[src/rtl/shift_serializer.sv]
// Parallel-to-serial converter with valid/ready load and hold.
// Ports: clk, reset (async low), in_data/in_valid/in_ready, dir, hold,
//        ser_out, ser_valid, last, busy.
module shift_serializer #(
   parameter int WIDTH = 4
) (
   input  logic             clk,
   input  logic             reset,
   input  logic [WIDTH-1:0] in_data,
   input  logic             in_valid,
   output logic             in_ready,
   input  logic             dir,
   input  logic             hold,
   output logic             ser_out,
   output logic             ser_valid,
   output logic             last,
   output logic             busy
);

   localparam int CW = $clog2(WIDTH);
   localparam logic [CW-1:0] CNT_TOP = CW'(WIDTH - 1);

   typedef enum logic {
      S_IDLE,
      S_SHIFT
   } state_t;

   state_t           r_state;
   logic [WIDTH-1:0] r_sreg;
   logic [CW-1:0]    r_cnt;
   logic             r_dir;

   state_t           w_nxt_state;
   logic [WIDTH-1:0] w_nxt_sreg;
   logic [CW-1:0]    w_nxt_cnt;
   logic             w_nxt_dir;
   logic             w_load;
   logic             w_cnt_zero;
   logic             w_shift;

   assign w_cnt_zero = (r_cnt == '0);
   assign w_shift    = (r_state == S_SHIFT);

   // Ready is masked while reset is held so nothing is loaded then.
   assign in_ready  = reset & (!w_shift | (w_cnt_zero & !hold));
   assign w_load    = in_valid & in_ready;

   assign ser_valid = w_shift & !hold;
   assign last      = ser_valid & w_cnt_zero;
   assign busy      = w_shift;
   assign ser_out   = !w_shift ? 1'b0 :
                      (r_dir ? r_sreg[0] : r_sreg[WIDTH-1]);

   always_ff @(posedge clk or negedge reset) begin
      if (!reset) begin
         r_state <= S_IDLE;
         r_sreg  <= '0;
         r_cnt   <= '0;
         r_dir   <= 1'b0;
      end else begin
         r_state <= w_nxt_state;
         r_sreg  <= w_nxt_sreg;
         r_cnt   <= w_nxt_cnt;
         r_dir   <= w_nxt_dir;
      end
   end

   always_comb begin
      w_nxt_state = r_state;
      w_nxt_sreg  = r_sreg;
      w_nxt_cnt   = r_cnt;
      w_nxt_dir   = r_dir;
      unique case (r_state)
         S_IDLE: begin
            if (w_load) begin
               w_nxt_state = S_SHIFT;
               w_nxt_sreg  = in_data;
               w_nxt_cnt   = CNT_TOP;
               w_nxt_dir   = dir;
            end
         end
         S_SHIFT: begin
            if (!hold) begin
               if (!w_cnt_zero) begin
                  w_nxt_sreg = r_dir ? (r_sreg >> 1) : (r_sreg << 1);
                  w_nxt_cnt  = r_cnt - 1'b1;
               end else if (w_load) begin
                  // Back-to-back word: reload without an idle gap.
                  w_nxt_sreg = in_data;
                  w_nxt_cnt  = CNT_TOP;
                  w_nxt_dir  = dir;
               end else begin
                  w_nxt_state = S_IDLE;
               end
            end
         end
         default: w_nxt_state = S_IDLE;
      endcase
   end

endmodule

[config.mk]
export PLATFORM = sky130hd
export DESIGN_NAME = shift_serializer
export DESIGN_NICKNAME = d
export VERILOG_FILES = /design/src/rtl/shift_serializer.sv
export SDC_FILE = /design/constraint.sdc
export NUM_CORES = 1
export LEC_CHECK = 0
export CORE_AREA = 2 2 39 41
export CTS_CLUSTER_SIZE = 25
export DETAILED_ROUTE_END_ITERATION = 7
export DIE_AREA = 0 0 41 43
export PLACE_DENSITY = 0.71
export RECOVER_POWER = 100
export SKIP_CTS_REPAIR_TIMING = 1
export SYNTH_ARGS = -nofsm -noshare
export SYNTH_HDL_FRONTEND = slang
export SYNTH_SLANG_ARGS = --single-unit
[constraint.sdc]
create_clock -name clk -period 2.4 [get_ports clk]
set_input_delay 0.36 -clock clk [delete_from_list [all_inputs] [get_ports clk]]
set_output_delay 0.36 -clock clk [all_outputs]
set_load 0.005 [all_outputs]
# Yosys cells after proc, flatten, opt, wreduce, memory -nomap -nowiden
# Cells that the tools add are included.
# W data, S select, Z words.
word_totals:
  register_bits: 8
  inputBits: 9
  out_inout_bits: 5
  wordCells: 37
classes:
  n_addsub: 1
  eq_ne: 2
  mux: 19
  n_bitwise: 7
  reduce_logical: 4
op_table:
  columns: ["op", "count"]
  rows:
  - ["$mux W4", 4]
  - ["$mux W1", 8]
  - ["$pmux W4 S2", 1]
  - ["$mux W2", 3]
  - ["$and A1 B1 Y1", 5]
  - ["$pmux W1 S2", 2]
  - ["$pmux W2 S2", 1]
  - ["$logic_not A1 Y1", 2]
  - ["$logic_not A2 Y1", 1]
  - ["$ne A2 B1 Y1 const B", 1]
  - ["$ne A2 B2 Y1 const B", 1]
  - ["$reduce_and A2 Y1", 1]
  - ["$sub A2 B1 Y2 const B", 1]
  - ["$not A1 Y1", 1]
  - ["$or A1 B1 Y1", 1]

# Longest topological paths before layout
logic_depth:
  word_depth: 9
  depth_mapped: 4
  ltp_nobuf: 3

# Worst setup path before layout
# OpenSTA, ideal clock, no wires.
synth_path:
  path_type: "reg-to-reg"
  startpoint: "register r_cnt[0]"
  endpoint: "register r_sreg[2]"
  setup_time_ps: 125
  t_arrival_ps: 1289
  required_ps: 2275
  setup_slack_ps: 986
  stages_incl_launch_ff: 5
  n_path_buf: 1
  synth_period_minus_slack_ps: 1414
  cell_sequence: "dfrtp_1 buf_2 o21ai_2 mux2_2 mux2_2"
synth_between:
  elab_chain_cells: 9
synth_lines:
  columns: ["element", "line", "rtl"]
  rows:
  - ["start, declared", "30", "logic [CW-1:0] r_cnt;"]
  - ["start signal, assigned", "63", "r_cnt <= w_nxt_cnt;"]
  - ["$logic_not A2 Y1 *", "41", "assign w_cnt_zero = (r_cnt == '0);"]
  - ["$and A1 B1 Y1", "45", "assign in_ready = reset & (!w_shift | (w_cnt_zero & !hold));"]
  - ["$or A1 B1 Y1", "45", null]
  - ["$and A1 B1 Y1", "45", null]
  - ["$and A1 B1 Y1", "46", "assign w_load = in_valid & in_ready;"]
  - ["$mux W4", null, null]
  - ["$mux W4", "84", "if (!w_cnt_zero) begin"]
  - ["$mux W4", "83", "if (!hold) begin"]
  - ["$pmux W4 S2 *", "73", "unique case (r_state)"]
  - ["end signal, assigned", "62", "r_sreg <= w_nxt_sreg;"]
  - ["end, declared", "29", "logic [WIDTH-1:0] r_sreg;"]
# Every way passes the cells marked *; elsewhere a longest branch is shown, timed or not. The select of a mux whose other input is x is not followed.
# A chain may end at the register's enable or synchronous reset.

# Final worst setup path
layout_path:
  startpoint: "input port hold"
  endpoint: "output port in_ready"
layout_between:
  elab_chain_cells: 4
layout_lines:
  columns: ["element", "line", "rtl"]
  rows:
  - ["start, declared", "13", "input logic hold,"]
  - ["$logic_not A1 Y1", null, null]
  - ["$and A1 B1 Y1", "45", null]
  - ["$or A1 B1 Y1", "45", null]
  - ["$and A1 B1 Y1", "45", null]
  - ["end, declared", "11", "output logic in_ready,"]
# Every way passes these cells.

==> results <==
## cells in the mapped netlist, drive strengths merged
library cell  instances
nor2b                 1
nand2                 2
dfrtp                 8
a21o                  1
and2                  1
nor3                  1
and3                  1
o31ai                 1
mux2i                 1
mux2                  9
and2b                 2
inv                   1
nand3                 2
buf                   2
xor2                  1
o21ai                 5
a2bb2oi               1
a211o                 1
a22oi                 1
o211ai                1
nand2b                1
## state kept, by name (all words and copies together), names as in the netlist
| signal | count |
|---|---|
| r_sreg | 4 |
| r_cnt | 2 |
| busy | 1 |
| r_dir | 1 |
## cell usage in the layout (no fill, tap or decap), drive strengths merged
cell           instances
a211o                  1
a21o                   1
a22oi                  1
a2bb2oi                1
and2                   1
and2b                  2
and3                   1
clkbuf                 4
clkdlybuf4s50          8
dfrtp                  8
dlygate4sd3            5
inv                    1
mux2                   9
mux2i                  1
nand2                  2
nand2b                 1
nand3                  2
nor2b                  1
nor3                   1
o211ai                 1
o21ai                  5
o31ai                  1
xor2                   1
## cell type report
cell class / count / area share [%]
clock buffer: 3 / 3.502
inverter: 1 / 0.5837
timing repair buffer: 14 / 20.82
multi-input combinational: 33 / 40.86
sequential: 8 / 31.13
tap: 16 / 3.113
## per-stage QoR
stage	total power [W]	hold slack, ps	util [%]	worst slack (ps)
after floorplan	0.0005423	64.41	-	986.2
after global placement	0.0006569	515.6	45.48	150.1
after detailed placement	0.0006584	525.7	45.48	173.5
after CTS	0.0007689	493.6	47.11	158.9
after global routing	0.0008003	567.3	46.47	61.28
final	0.0007429	536.8	46.47	184.3
## power groups by stage
stage               logic [W]  clock network (W)  registers (W)
finish               0.000339           0.000107       0.000298
global route         0.000370           0.000120       0.000311
CTS                  0.000359           0.000111       0.000299
detailed placement   0.000356                  0       0.000302
global placement     0.000355                  0       0.000302
floorplan            0.000293                  0       0.000249
## routing by layer
layer,global-route usage [%],wire (um),vias up
met1,15.08,423,173
met2,16.88,388,16
met5,0,0,-
li1,-,-,193
met4,14.00,44,0
met3,3.141,68,5
## kinds of logic after synthesis
kind of cell | count (synthesis)
mux | 10
buf+inv | 3
compound gates | 11
xor+xnor | 1
simple gates | 11
flops | 8
## worst max-delay path by stage
stage	cells after the start	to	slack, ps	from
finish	4	in_ready	180	hold
global route	4	in_ready	60	hold
CTS	4	in_ready	160	hold
detailed placement	4	in_ready	170	hold
global placement	4	in_ready	150	hold
floorplan	4	r_sreg[2]	990	r_cnt[0]
==> metrics.cfg <==
[sta]
hold_viol=0
fmax_mhz=451.3
rsz0062_at_grt=false
setup_violations=0
setup_tns_ps=0
fin_crit_sh_pct=92.32
fin_worst_skew_ps=2.241
drv_slew=0
relSlewSlack_pct=67.67
period_minus_slack_ps=2216
worstMarginPinSlew_ps=485.0

[cells_and_area]
fin_cells=75
nFillCells=133
antennaDiodeCount=0
finalNetCount=70
synthToLayoutAreaGrowth_pct=33.51
drive_gt1_share_pct=16.95
final_cell_area_sq_um=643.1
multi_input_area_sq_um=262.8
seq_area_sq_um=200.2

[grt]
grt_max_degree=11
grtUsageTotal_pct=12.83
grt_pass1_wl_um=1421
antenna_found_initial=0
grt_pass1_vias=342
grt_overflow=0

[yosys]
synth_nets=53
yosys-top-cells-area=dfrtp_1 42%, mux2_2 12%, mux2_1 7.0%, o21ai_0 4.2%, and2b_1 3.1%
synth_xor_area_share_pct=1.818
synth_top_family_by_area=multiplexers
synth_area_per_cell_sq_um=10.95
synth_top_area_share_pct=41.56
yosysSeqAreaShare_pct=41.56
yosysWarnings=0
synthCells=44
synth.area.mux_share_pct=23.90
netlist_area_sq_um=481.7
synth.largest_area_cell=dfrtp_1
yosys.area_share.simple_pct=12.99
synthAdderAreaFrac_pct=0
synth.distinct_cells=24
synth_compound_area_share_pct=16.88
ys_ff_latch=8

[cts]
ctsLongestPathBuffers=2
cts_buffers=3
cts_root_buf=clkbuf_4
cts_tree=done
clk_latency_ps=260
cts_sinks=8
path_clk_slew_ps=50
htree_levels=1

[route]
dr.pass1.iters=4
wl_per_cell_um=12.31
drc=0
vias=387
first_iter_violations=10
avgViaCountPerCell=5.160
ant_nets=0
routed_wirelength_um=923

[power_and_ir_drop]
clkPwrFrac_pct=14.4
max-vdd-ir-drop_uv=473.6
p_comb_share_pct=45.6
switching_share_pct=34.83
power_frac_seq_pct=40.1
switching_power_w=0.0002588
internal_power_w=0.0004842
power_density_nw_per_um2=1155
power_leakage_nw=0.2907

[die]
core_sq_um=1384
dieWidth_um=41
fp-row-count=14
die_area_sq_um=1763
start_util_pct=34.81
io_pins=14
die-height_um=43

[min_path]
min_from=r_sreg[2]
hold-path-cell-count=1
hp-class=reg2reg
min_to=r_sreg[2]

[place]
io_buffer_count=13
post-dp-hpwl_um=694.9
dpl.cell_count=72
post_dp_cell_area_sq_um=629.4
globalplace.congestion=0.6970

[worst_setup_path]
crit_buf_inv=2
worstSetupStartpointType=input pin
required_ps=2040
slowest_stage=clkdlybuf4s50_1
cp_slowest_stage_delay_ps=500
cp-end-kind=primary output
path_delay_family=buffers and inverters
cp_max_fo=6
cp_data_arrival_time_ps=1860
reg2reg_depth=3
crit_chain=clkdlybuf4s50_1 -> o31ai_1 -> and2_0 -> clkdlybuf4s50_1
rr_startpoint=busy
crit_type=in2out
r2r_end=r_sreg[2]
crit_top_cell=clkdlybuf4s50_1
r2r_setup_slack_ps=860

[flow_run]
drv_cap=0

[status]
status=complete, no violations

No activity file was read; power rests on OpenSTA's default activity.
==> edit (same settings) <==
Set the parameter `WIDTH` to 2 (it was 4).
--- a/src/rtl/shift_serializer.sv
+++ b/src/rtl/shift_serializer.sv
@@ -3,5 +3,5 @@
 //        ser_out, ser_valid, last, busy.
 module shift_serializer #(
-   parameter int WIDTH = 4
+   parameter int WIDTH = 2
 ) (
    input  logic             clk,
Ports: changed (resized in_data); port bits go from 14 to 12. The function was not compared with the original's and may differ.
==> edit against the original RTL <==
Critical path depth unchanged; wire length is 33% lower; via count decreased by 39%; sequential cell count fell by 3; total power shrank 45%; final area down 35%; clock skew grew 4.5 ps; die area is the same; synthesized area is 45% lower; clock power fell by 8%; worst setup slack gained 73 ps; critical path type unchanged; largest cell class unchanged; largest power group is now registers; highest routed layer unchanged.
==> edit: results (changes against the original RTL) <==
** Status
- Run status :: finished clean

** Logic synthesis
- The post-synthesis mux area share is 8.06% (-16 points).
- Net count of the mapped netlist :: 31 (-42%)
- The post-synthesis share of cell area spent on xor and xnor gates is 0% (-1.8 points).
- Sequential area share after synthesis :: 47.4% (+5.8 points)
- Largest cells by area after synthesis :: dfrtp_1, a221o_1, and3_4
- The number of instances in the synthesized netlist is 24 (-45%).
- Distinct cells, synth :: 18 (-25%)
- By count the netlist is led by dfrtp_1, a221o_1, nand2_1.

** Global route
- The largest net degree at the start of global routing is 9 (-2).
- Vias in the first global route :: 225 (-34%)
- Global-route wire length before repair :: 979 microns (-31%)
- All-Layer GR Usage :: 9.08% (-3.7 points)

** Placed design
- The number of input and output port buffers inserted was 11 (-2).
- The worst setup slack after placement was 383 ps (+210 ps).
- The routability congestion estimate from global placement is 0.737 (+5.8%).
- Dpl cell area :: 402 sq um (-36%)
- The cell count after placement came to 52 (-28%).

** Power
- The proportion of total power due to net switching was 31.3% (-3.6 points).
- The worst ir drop on vdd came to 0.322 mV (-32%).
- The power consumed by sequential cells was 162 uW (-46%).
- Leakage power figure :: 0.000198 uW (-32%)
- Clock share of power :: 24.2% (+9.8 points)
- Seq pwr share :: 39.8% (-0.3 points)

** Worst hold path
- In this run the most critical hold path is launched from r_sreg[0]$_DFFE_PN0N_.

** Final layout
- Fraction of final layout cells with drive strength greater than 1 :: 20.0% (+3.1 points)
- Finished Core Util :: 30.3% (-16 points)
- The final net count came to 48 (-31%).
- The flip-flop count of the largest register after layout is 2 (-2).

** Detailed routing
- The detailed router's first-iteration violation count was 3 (-7).
- The detailed-route via count was 238 (-39%).
- The detailed-route wire length is 614 microns (-33%).
- Routed wirelength normalized by instance count :: 11.0 microns (-11%)

** Flow run
- The number of maximum-capacitance constraint violations came to 0 (unchanged).

** Critical path
- For this design, the slowest cell found on the critical path is dlygate4sd3_1.
- Origin of the critical flop-to-flop path :: r_cnt$_DFFE_PN0P_
- The highest net fanout along the worst path is 5 (-1).
- Critical path origin :: hold
- The delay contributed by the slowest stage of the critical path is 570 ps (+70 ps).

** STA
- Slew at the pin closest to its max-slew limit :: 379 ps (-106 ps)
- Worst clock skew :: 6.77 ps (+4.53 ps)
-- edit: per-layer routing --
| metal | vias up | global-route usage, % | wire (microns) |
|---|---|---|---|
| met2 | 8 | 10.0 | 247 |
| met5 | - | 0 | 0 |
| li1 | 121 | - | - |
| met1 | 105 | 11.1 | 295 |
| met4 | 0 | 10.0 | 31 |
| met3 | 4 | 4.71 | 39 |
-- edit: area by class of cell --
type,instances,area share (%)
multi-input cells,18,31.0
flip-flops and latches,5,29.9
repair buffers,12,27.2
clock buffers,4,6.27
well taps,16,4.78
inverters,1,0.896
-- edit: worst paths after layout --
path,to,slack (ps),depth (start not counted)
setup / recovery,in_ready,260,4
hold / removal,r_sreg[0]$_DFFE_PN0N_,530,1
setup reg to reg,r_dir$_DFFE_PN0P_,1060,3
hold reg to reg,r_sreg[0]$_DFFE_PN0N_,530,1
max in group asynchronous,r_sreg[1]$_DFFE_PN0N_,1550,2
min in group asynchronous,r_dir$_DFFE_PN0P_,570,2
